===== config.mk =====
export PLATFORM = sky130hd
export DESIGN_NAME = mem_byte_bridge
export DESIGN_NICKNAME = d
export VERILOG_FILES = /design/src/rtl/mem_byte_bridge.sv
export SDC_FILE = /design/constraint.sdc
export NUM_CORES = 1
export LEC_CHECK = 0
export CAP_MARGIN = 20
export CORE_UTILIZATION = 31
export DETAILED_ROUTE_END_ITERATION = 16
export GPL_TIMING_DRIVEN = 0
export SLEW_MARGIN = 15
export SYNTH_ARGS = -nofsm -noshare
export SYNTH_HDL_FRONTEND = slang
export SYNTH_SLANG_ARGS = --single-unit

===== constraint.sdc =====
create_clock -name clk -period 10.5 [get_ports clk]
set_clock_uncertainty 0.2 [all_clocks]
set_input_delay 1.05 -clock clk [delete_from_list [all_inputs] [get_ports clk]]
set_output_delay 1.05 -clock clk [all_outputs]
set_load 0.02 [all_outputs]

===== src/rtl/mem_byte_bridge.sv =====
// rtl/mem_byte_bridge.sv - serialises byte/half/word core loads and stores onto a byte-wide req/ack memory port.
// Load data is returned little-endian assembled and sign/zero-extended; misalignment and ack timeout report rsp_err.
module mem_byte_bridge #(
  parameter int ADDR_W  = 32,
  parameter int TIMEOUT = 255
) (
  input  logic              clk,
  input  logic              rst,
  input  logic              req_valid,
  output logic              req_ready,
  input  logic              req_write,
  input  logic [1:0]        req_size,
  input  logic [ADDR_W-1:0] req_addr,
  input  logic [31:0]       req_wdata,
  input  logic [2:0]        load_ext_sel,
  output logic              rsp_valid,
  output logic [31:0]       rsp_rdata,
  output logic              rsp_err,
  output logic              mem_req,
  output logic              mem_we,
  output logic [ADDR_W-1:0] mem_addr,
  output logic [7:0]        mem_wdata,
  input  logic              mem_ack,
  input  logic [7:0]        mem_rdata
);

  typedef enum logic [1:0] {IDLE, XFER, DONE} state_t;

  localparam logic [15:0] TMAX = 16'(TIMEOUT - 1);

  state_t            state, state_nx;
  logic              write_q;
  logic [1:0]        idx_q;
  logic [1:0]        last_q;
  logic [ADDR_W-1:0] base_q;
  logic [31:0]       wdata_q;
  logic [31:0]       rdata_q;
  logic [2:0]        ext_q;
  logic              err_q;
  logic [15:0]       tcnt_q;

  logic              align_ok;
  logic [1:0]        last_nx;

  function automatic logic [31:0] extend(input logic [31:0] d, input logic [2:0] sel);
    case (sel)
      3'd0:    extend = {{24{d[7]}}, d[7:0]};
      3'd1:    extend = {{16{d[15]}}, d[15:0]};
      3'd3:    extend = {24'h0, d[7:0]};
      3'd4:    extend = {16'h0, d[15:0]};
      default: extend = d;
    endcase
  endfunction

  always_comb begin
    align_ok = 1'b0;
    last_nx  = 2'd3;
    case (req_size)
      2'd0: begin align_ok = 1'b1;                  last_nx = 2'd0; end
      2'd1: begin align_ok = ~req_addr[0];          last_nx = 2'd1; end
      2'd2: begin align_ok = (req_addr[1:0] == 2'b00); last_nx = 2'd3; end
      default: begin align_ok = 1'b0;               last_nx = 2'd3; end
    endcase
  end

  always_comb begin
    state_nx = state;
    case (state)
      IDLE: if (req_valid) state_nx = align_ok ? XFER : DONE;
      XFER: begin
        if (mem_ack) begin
          if (idx_q == last_q) state_nx = DONE;
        end else if (tcnt_q == TMAX) begin
          state_nx = DONE;
        end
      end
      DONE:    state_nx = IDLE;
      default: state_nx = IDLE;
    endcase
  end

  always_ff @(posedge clk or posedge rst) begin
    if (rst) begin
      state   <= IDLE;
      write_q <= 1'b0;
      idx_q   <= 2'd0;
      last_q  <= 2'd0;
      base_q  <= '0;
      wdata_q <= 32'h0;
      rdata_q <= 32'h0;
      ext_q   <= 3'd0;
      err_q   <= 1'b0;
      tcnt_q  <= 16'h0;
    end else begin
      state <= state_nx;
      case (state)
        IDLE: if (req_valid) begin
          write_q <= req_write;
          base_q  <= req_addr;
          wdata_q <= req_wdata;
          ext_q   <= load_ext_sel;
          last_q  <= last_nx;
          idx_q   <= 2'd0;
          tcnt_q  <= 16'h0;
          rdata_q <= 32'h0;
          err_q   <= ~align_ok;
        end
        XFER: begin
          // Wait counter is per byte: every ack restarts the timeout window.
          if (mem_ack) begin
            if (!write_q) rdata_q[{idx_q, 3'b000} +: 8] <= mem_rdata;
            idx_q  <= idx_q + 2'd1;
            tcnt_q <= 16'h0;
          end else if (tcnt_q == TMAX) begin
            err_q <= 1'b1;
          end else begin
            tcnt_q <= tcnt_q + 16'h1;
          end
        end
        default: ;
      endcase
    end
  end

  // Memory fields are decoded from registered state so reset clears them at once.
  always_comb begin
    req_ready = (state == IDLE) && !rst;
    mem_req   = (state == XFER);
    mem_we    = mem_req && write_q;
    mem_addr  = mem_req ? (base_q + ADDR_W'(idx_q)) : '0;
    mem_wdata = mem_req ? wdata_q[{idx_q, 3'b000} +: 8] : 8'h0;
    rsp_valid = (state == DONE);
    rsp_err   = rsp_valid && err_q;
    rsp_rdata = (rsp_valid && !err_q && !write_q) ? extend(rdata_q, ext_q) : 32'h0;
  end

endmodule


Yosys cells after proc, flatten, opt, wreduce, memory -nomap -nowiden
Cells that the tools add are included.
{ "op_classes": {"bitwise": 2, "eq_ne": 17, "shift": 3, "addsub": 4, "reduce_logical": 19, "mux": 28} }
{ "op_table": {"columns": ["cell", "count"], "rows": [
  ["$mux 32", 5],
  ["$pmux 32 s4", 1],
  ["$pmux 32 s2", 1],
  ["$mux 16", 3],
  ["$add 32x2->32", 1],
  ["$bwmux 32", 1],
  ["$pmux 16 s2", 1],
  ["$shift 8x7->32 const A", 1],
  ["$shiftx 32x6->8", 1],
  ["$shiftx 8x7->32", 1],
  ["$add 16x1->16 const B", 1],
  ["$eq 16x8->1 const B", 1],
  ["$mux 2", 7],
  ["$pmux 2 s2", 3],
  ["$reduce_and 3->1", 3],
  ["$mux 8", 1],
  ["$reduce_and 4->1", 2],
  ["$neg 5->7", 1],
  ["$logic_not 2->1", 3],
  ["$ne 2x2->1 const B", 3],
  ["$logic_and 1x1->1", 5],
  ["$eq 2x1->1 const B", 2],
  ["$eq 2x2->1 const B", 2],
  ["$ne 2x1->1 const B", 2],
  ["16 further kinds", 21]
]} }
{ "word_totals": {"wordCells": 83, "ff_bits": 123, "input_bits": 82, "out_inout_bits": 77} }

Depth between registers and ports, before layout
Gate-level depths: netlist of the first run.
{ "logic_depth": {"ltp_word": 6, "mapped_depth": 8, "mapped_depth_nobuf": 6} }

Worst setup path after synthesis of the first run
Ideal clock, no wire load.
{ "synth_path": {"path_type": "register -> output", "from": "reg idx_q[0]", "to": "out mem_addr[20]", "t_required_ps": 9250, "arrival_time_ps": 2474, "path_slack_ps": 6776, "stages_incl_launch_ff": 8, "path_buffers": 1, "cell_sequence": "dfrtp_1 -> ha_1 -> fa_1 -> nand4_2 -> or4_1 -> buf_2 -> or4_1 -> a21oi_1"} }
{ "synth_between": {"elab_chain_len": 2} }
{ "synth_rtl": {"columns": ["element", "line", "source"], "rows": [
  ["from (decl)", "33", "logic [1:0] idx_q;"],
  ["from (signal assigned)", "112", "idx_q <= idx_q + 2'd1;"],
  ["$add 32x2->32", "130", "mem_addr = mem_req ? (base_q + ADDR_W'(idx_q)) : '0;"],
  ["$mux 32", "130", null],
  ["to (decl)", "21", "output logic [ADDR_W-1:0] mem_addr,"]
]} }
Every way passes these cells.

Final worst setup path of the first run
{ "layout_path": {"from": "reg idx_q[0]", "to": "out mem_addr[30]"} }
The elaborated chain is that of the path after synthesis.

==> results of run 1 <==
[Yosys cell counts, types with 8 or more instances]
library cell	count
o31ai_1	14
or3_1	11
nand3_1	29
mux2_2	61
nand4_1	14
o21ai_0	43
inv_1	31
clkbuf_1	31
nor3_1	8
mux4_2	8
dfrtp_1	123
a21oi_1	49
ha_1	8
nor2_1	65
a22o_1	16
and2_1	12
or4_1	19
nand2_1	47
xnor2_1	11
[worst max-delay path by stage]
| stage | slack (ns) | to | startpoint | depth (start not counted) |
|---|---|---|---|---|
| after global routing | 5.41 | mem_addr[30] | idx_q[0] | 8 |
| after global placement | 3.92 | base_q[16] | rst | 2 |
| after CTS | 5.59 | mem_addr[30] | idx_q[0] | 8 |
| final | 5.62 | mem_addr[30] | idx_q[0] | 8 |
| after floorplan | 5.98 | base_q[0] | rst | 1 |
| after detailed placement | 6.07 | mem_addr[30] | idx_q[0] | 8 |
[cell type report]
type / count / area, sq um
Buffer: 40 / 158
Clock buffer: 17 / 425
Clock inverter: 15 / 178
Fill cell: 2088 / 11800
Inverter: 31 / 121
Multi-Input combinational cell: 476 / 3260
Sequential cell: 123 / 3080
Tap cell: 275 / 344
Timing Repair Buffer: 159 / 1610
[layer usage]
metal  up-vias  wire length [microns]  share of wire [%]
met1      2868                   8380                 45
met2       147                   9260                 49
met4         0                    137               0.73
met3        12                    998                5.3
li1       2791                      -                  -
met5         -                      0                  0
[cells by family after synthesis]
kind of cell,after synthesis,synth area share [%]
AND/OR/NAND/NOR,238,18.7
AO/OA/AOI/OAI,144,13.4
flip-flops,123,46.6
multiplexers,72,13.6
buffers and inverters,71,4.15
XOR/XNOR,13,1.72
adder cells (fa/ha/maj),9,1.82
[power by group through the flow]
stage / sequential (mW) / combinational [mW] / clock (mW)
floorplan: 0.735 / 0.585 / 0
global placement: 0.770 / 0.852 / 0
detailed placement: 0.776 / 0.864 / 0
CTS: 0.769 / 0.868 / 0.618
global route: 0.797 / 0.939 / 0.640
finish: 0.770 / 0.855 / 0.607
[stage by stage]
| stage | instances | hold WS (ns) | util, % |
|---|---|---|---|
| after global placement | 1103 | 0.284 | 40.7 |
| final | 1136 | 0.305 | 43.8 |
| after floorplan | 670 | 0.274 | - |
| after global routing | 1136 | 0.318 | 43.8 |
| after CTS | 1136 | 0.307 | 43.8 |
| after detailed placement | 1104 | 0.293 | 40.9 |
[flip-flops by register name, summed over array words and instances, names as in the netlist]
name and count:
ext_q 3, state 2, rdata_q 32, err_q 1, last_q 2, idx_q 2
tcnt_q 16, wdata_q 32, base_q 32, write_q 1
==> impl_metrics.py, run 1 <==
metrics = {
    "outcome": {
        "status": "completed",
    },
    "worst_setup_path": {
        "r2r_start": "idx_q[1]",
        "crit_buf_inv": 2,
        "cp_top_family": "simple AND/OR/NAND/NOR gates",
        "path_class": "reg2out",
        "rr_worst_depth": 8,
        "critPathArrivalTime_ns": 3.63,
        "crit_path_top_delay_cell": "clkdlybuf4s50_1",
        "cp_cell_sequence": "ha_1 -> fa_1 -> nand4_2 -> or4_1 -> buf_2 -> or4_1 -> a21oi_1 -> clkdlybuf4s50_1",
        "ff2ff_setup_slack_ns": 7.41,
        "rr_endpoint": "rdata_q[12]",
        "cp_max_fo": 7,
        "worstSetupEndpointType": "output pin",
        "cpPeakStageDelay_ns": 0.64,
        "cp-start-kind": "flop",
        "crit_top_cell": "or4_1",
        "cp.required_ns": 9.25,
    },
    "placement": {
        "dpl_cell_area_sq_um": 8570,
        "io_buffers": 158,
        "gp_congestion": 0.807,
        "place_ws_ns": 6.07,
        "hpwl_mm": 13.7,
    },
    "finish": {
        "mostFrequentLayoutCell": "clkdlybuf4s50_1",
        "antenna_cells": 0,
        "area_delta_synth_final_pct": 38.9,
        "drive_above_1_share_pct": 13.4,
        "final_nets": 939,
        "final_cell_mix": "clkdlybuf4s50_1 (158), dfrtp_1 (123), nor2_1 (65)",
        "design_area_sq_um": 9170,
    },
    "sta": {
        "fin_crit_sh_pct": 46.5,
        "rsz0062_at_grt": "false",
        "maxSlewViolCount": 0,
        "layout_setup_ws_ns": 5.62,
        "tightestPinTransition_ns": 0.945,
        "slew_headroom_pct": 36.5,
        "layout_min_cycle_time_ns": 4.88,
        "hold_violations": 0,
        "fin_setup_tns_ns": 0,
        "max_freq_mhz": 205,
        "setup_viol": 0,
    },
    "global_routing": {
        "grt_max_degree": 79,
        "grt_pass1_vias": 5671,
        "grt_overflow": 0,
        "grt_use_met2_pct": 29.4,
        "grtUsageTotal_pct": 17.8,
        "grt_use_met3_pct": 4.66,
        "antenna_found_initial": 0,
        "grtUsageMet1_pct": 23.1,
        "grt.busiest_layer": "met2",
        "grt_pass1_wl_mm": 30.2,
    },
    "cts": {
        "cts_buffers": 17,
        "cts_resized": 0,
        "clkLatencyLatePin_ns": 0.42,
        "cts_setup_buffers": 0,
        "cts_sinks": 123,
        "clk_pin_slew_worst_paths_ns": 0.06,
        "cts_buffer_depth": 2,
        "cts_tree": "done",
        "cts-root-buf": "clkbuf_16",
        "htreeDepth": 4,
        "holdBufCountCts": 0,
    },
    "power": {
        "clkPwrFrac_pct": 27.2,
        "power.internal_mw": 1.40,
        "ir_worst_vdd_mv": 0.126,
        "p_sw_share_pct": 37.4,
        "comb_power_share_pct": 38.3,
        "finalPower_mw": 2.23,
        "leakagePower_nw": 3.51,
        "pwr_density_cell_nw_per_um2": 243,
        "p_switching_mw": 0.835,
        "p_seq_share_pct": 34.5,
    },
    "hold_path": {
        "min_path_type": "reg2reg",
        "min_from": "wdata_q[12]",
        "min_to": "wdata_q[12]",
        "hold_depth": 1,
    },
    "detailed_routing": {
        "vias_per_cell": 5.12,
        "wl_per_cell_microns": 16.5,
        "route.detailed.drc": 0,
        "final_antenna_net_count": 0,
        "drt_iter0_drc": 269,
        "dr_total_vias": 5818,
        "firstDrtPassIters": 5,
        "routed_wl_mm": 18.8,
    },
    "synthesis": {
        "ys_ff_latch": 123,
        "synthArstFlopShare_pct": 100,
        "yosysWarnings": 0,
        "synth_top_area_share_pct": 46.6,
        "avgSynthCellArea_sq_um": 9.86,
        "syn_area_sq_um": 6610,
        "synth_fp_nets": 761,
        "ys_seq_area_share_pct": 46.6,
        "synth_edf_count": 0,
        "synthTopCellsByArea": "dfrtp_1 (47%), mux2_2 (10%), a21oi_1 (3.7%)",
        "netlist_instances": 670,
        "synth_top_area_cell": "dfrtp_1",
        "ys_types": 51,
        "synth_top_flop_cell": "dfrtp_1",
    },
    "die": {
        "ios": 159,
        "core_sq_um": 21000,
        "initial_core_util_pct": 31.5,
        "die_y_microns": 148,
        "std_cell_rows": 53,
        "dieArea_sq_um": 21900,
        "fp.dieW_microns": 148,
    },
    "job": {
        "cap_viol_max_count": 0,
    },
}
No activity file was read; power rests on OpenSTA's default activity.
==> inputs of run 2 (changes only) <==
- clock period: 10.5 -> 4.12 ns (I/O delays scaled with it)
==> run 2 against run 1 <==
Highest routed layer unchanged. Register-to-register slack lost 6.4 ns. Sequential share of layout area hardly changed. Non-clock buffer count unchanged. Design area rose by 0.11%. Setup slack got worse by 5.4 ns. Critical path depth did not move. Largest cell class unchanged.
==> impl_metrics.py, run 2 (synthesis gave the netlist of run 1 again) <==
metrics = {
    "cts": {
        "cts-root-buf": "clkbuf_16",
        "cts_buffer_depth": 2,
        "cts_setup_buffers": 0,
        "htreeDepth": 4,
        "cts_tree": "done",
        "clkLatencyLatePin_ns": 0.42,
        "clk_pin_slew_worst_paths_ns": 0.06,
        "holdBufCountCts": 0,
        "cts_sinks": 123,
        "cts_buffers": 17,
    },
    "placement": {
        "dpl_cell_area_sq_um": 8570,
        "io_buffers": 158,
        "gp_congestion": 0.807,
        "hpwl_mm": 13.7,
        "place_ws_ns": 0.333,
    },
    "finish": {
        "final_nets": 939,
        "drive_above_1_share_pct": 13.6,
        "area_delta_synth_final_pct": 39.0,
        "antenna_cells": 0,
        "mostFrequentLayoutCell": "clkdlybuf4s50_1",
        "fin_util_pct": 43.8,
        "reg_top3": "base_q: 32 flops, rdata_q: 32 flops, wdata_q: 32 flops",
        "design_area_sq_um": 9180,
        "fillers": 2086,
        "final_cell_mix": "clkdlybuf4s50_1 (144), dfrtp_1 (123), nor2_1 (65)",
    },
    "die": {
        "ios": 159,
        "dieArea_sq_um": 21900,
        "core_sq_um": 21000,
        "fp.dieW_microns": 148,
        "initial_core_util_pct": 31.5,
        "die_y_microns": 148,
        "std_cell_rows": 53,
    },
    "power": {
        "power.internal_mw": 3.55,
        "pwr_density_cell_nw_per_um2": 618,
        "comb_power_share_pct": 38.1,
        "p_seq_share_pct": 34.6,
        "p_switching_mw": 2.13,
        "leakagePower_nw": 3.65,
        "clkPwrFrac_pct": 27.3,
        "p_sw_share_pct": 37.5,
        "ir_worst_vdd_mv": 0.323,
    },
    "global_routing": {
        "grt_pass1_vias": 5670,
        "grtUsageTotal_pct": 17.8,
        "grt_overflow": 0,
        "grt_pass1_wl_mm": 30.2,
        "grt_max_degree": 79,
        "antenna_found_initial": 0,
    },
    "job": {
        "cap_viol_max_count": 0,
    },
    "detailed_routing": {
        "vias_per_cell": 5.13,
        "final_antenna_net_count": 0,
        "firstDrtPassIters": 5,
        "routed_wl_mm": 18.8,
        "wl_per_cell_microns": 16.5,
        "dr_total_vias": 5826,
        "drt_iter0_drc": 274,
        "route.detailed.drc": 0,
    },
    "worst_setup_path": {
        "cp-start-kind": "flop",
        "cp_top_family": "simple AND/OR/NAND/NOR gates",
        "cpPeakStageDelay_ns": 0.56,
        "crit_buf_inv": 2,
        "cp.required_ns": 3.51,
        "path_class": "reg2out",
        "critPathArrivalTime_ns": 3.34,
        "cp_max_fo": 7,
        "crit_path_top_delay_cell": "or4_1",
        "worstSetupEndpointType": "output pin",
        "cp_cell_sequence": "ha_1 -> fa_1 -> nand4_2 -> or4_1 -> buf_2 -> or4_1 -> a21oi_1 -> dlygate4sd2_1",
        "crit_top_cell": "or4_1",
    },
    "sta": {
        "hold_violations": 0,
        "maxSlewViolCount": 0,
        "layout_setup_ws_ns": 0.172,
        "layout_min_cycle_time_ns": 3.95,
        "max_freq_mhz": 253,
        "slew_headroom_pct": 37.5,
        "fin_crit_sh_pct": 95.8,
        "tightestPinTransition_ns": 0.931,
        "rsz0062_at_grt": "true",
        "setup_viol": 0,
    },
    "hold_path": {
        "min_path_type": "in2async",
    },
    "outcome": {
        "status": "completed",
    },
}
run 2: path summary, 6_finish.rpt:
| check | cells after the start | start | to | slack (ns) |
|---|---|---|---|---|
| worst max-delay path | 8 | idx_q[0] | mem_addr[24] | 0.17 |
| min in group clk | 1 | wdata_q[12] | wdata_q[12] | 0.30 |
| worst max register to register | 8 | idx_q[1] | rdata_q[12] | 1.04 |
| worst min register to register | 1 | wdata_q[12] | wdata_q[12] | 0.30 |
| max in group asynchronous | 3 | rst | base_q[30] | 2.74 |
| worst min-delay path | 2 | rst | rdata_q[6] | 0.23 |
run 2: layout make-up:
cell class | count | area (sq um) | area share [%]
plain buffers | 40 | 158 | 1.72
multi-input cells | 476 | 3260 | 35.5
inverters | 31 | 121 | 1.32
flip-flops and latches | 123 | 3080 | 33.5
well taps | 275 | 344 | 3.75
clock inverters | 15 | 178 | 1.93
clock buffers | 17 | 425 | 4.63
repair buffers | 159 | 1620 | 17.6
run 2: power groups by stage:
stage,clock (mW),combinational (mW),sequential [mW]
floorplan,0,1.49,1.87
global route,1.63,2.38,2.03
finish,1.55,2.16,1.96
global placement,0,2.17,1.96
CTS,1.58,2.20,1.96
detailed placement,0,2.20,1.98
run 2: per-layer routing:
layer	part of all wire [%]	routed length [microns]	global-route usage (%)	up-vias
li1	-	-	-	2792
met1	45	8380	23.1	2880
met2	49	9230	29.4	140
met3	5.3	1000	4.66	14
met4	0.83	156	4.64	0
met5	0	0	0	-
run 2: per-stage QoR:
| step | instances | hold slack, ns | power, mW | setup TNS (ns) |
|---|---|---|---|---|
| floorplan | 670 | 0.274 | 3.36 | 0 |
| global placement | 1103 | 0.284 | 4.13 | -223.04 |
| detailed placement | 1104 | 0.293 | 4.18 | 0 |
| CTS | 1136 | 0.235 | 5.73 | 0 |
| global route | 1136 | 0.267 | 6.04 | -0.0205 |
| finish | 1136 | 0.226 | 5.67 | 0 |
run 2: worst reg2reg max path: cells and delay by family (launching register included):
family,cells,cell delay (ns)
flip-flops,1,0.48
buffers and inverters,3,0.79
AND/OR/NAND/NOR,2,0.92
AO/OA/AOI/OAI,2,0.43
adder cells (fa/ha/maj),1,0.19
run 2: what timing repair did:
action / 4_1_cts / 5_1_grt
gates cloned: 0 / 0
setup endpoints to repair: 7 / 10
gates resized for setup: 7 / 11
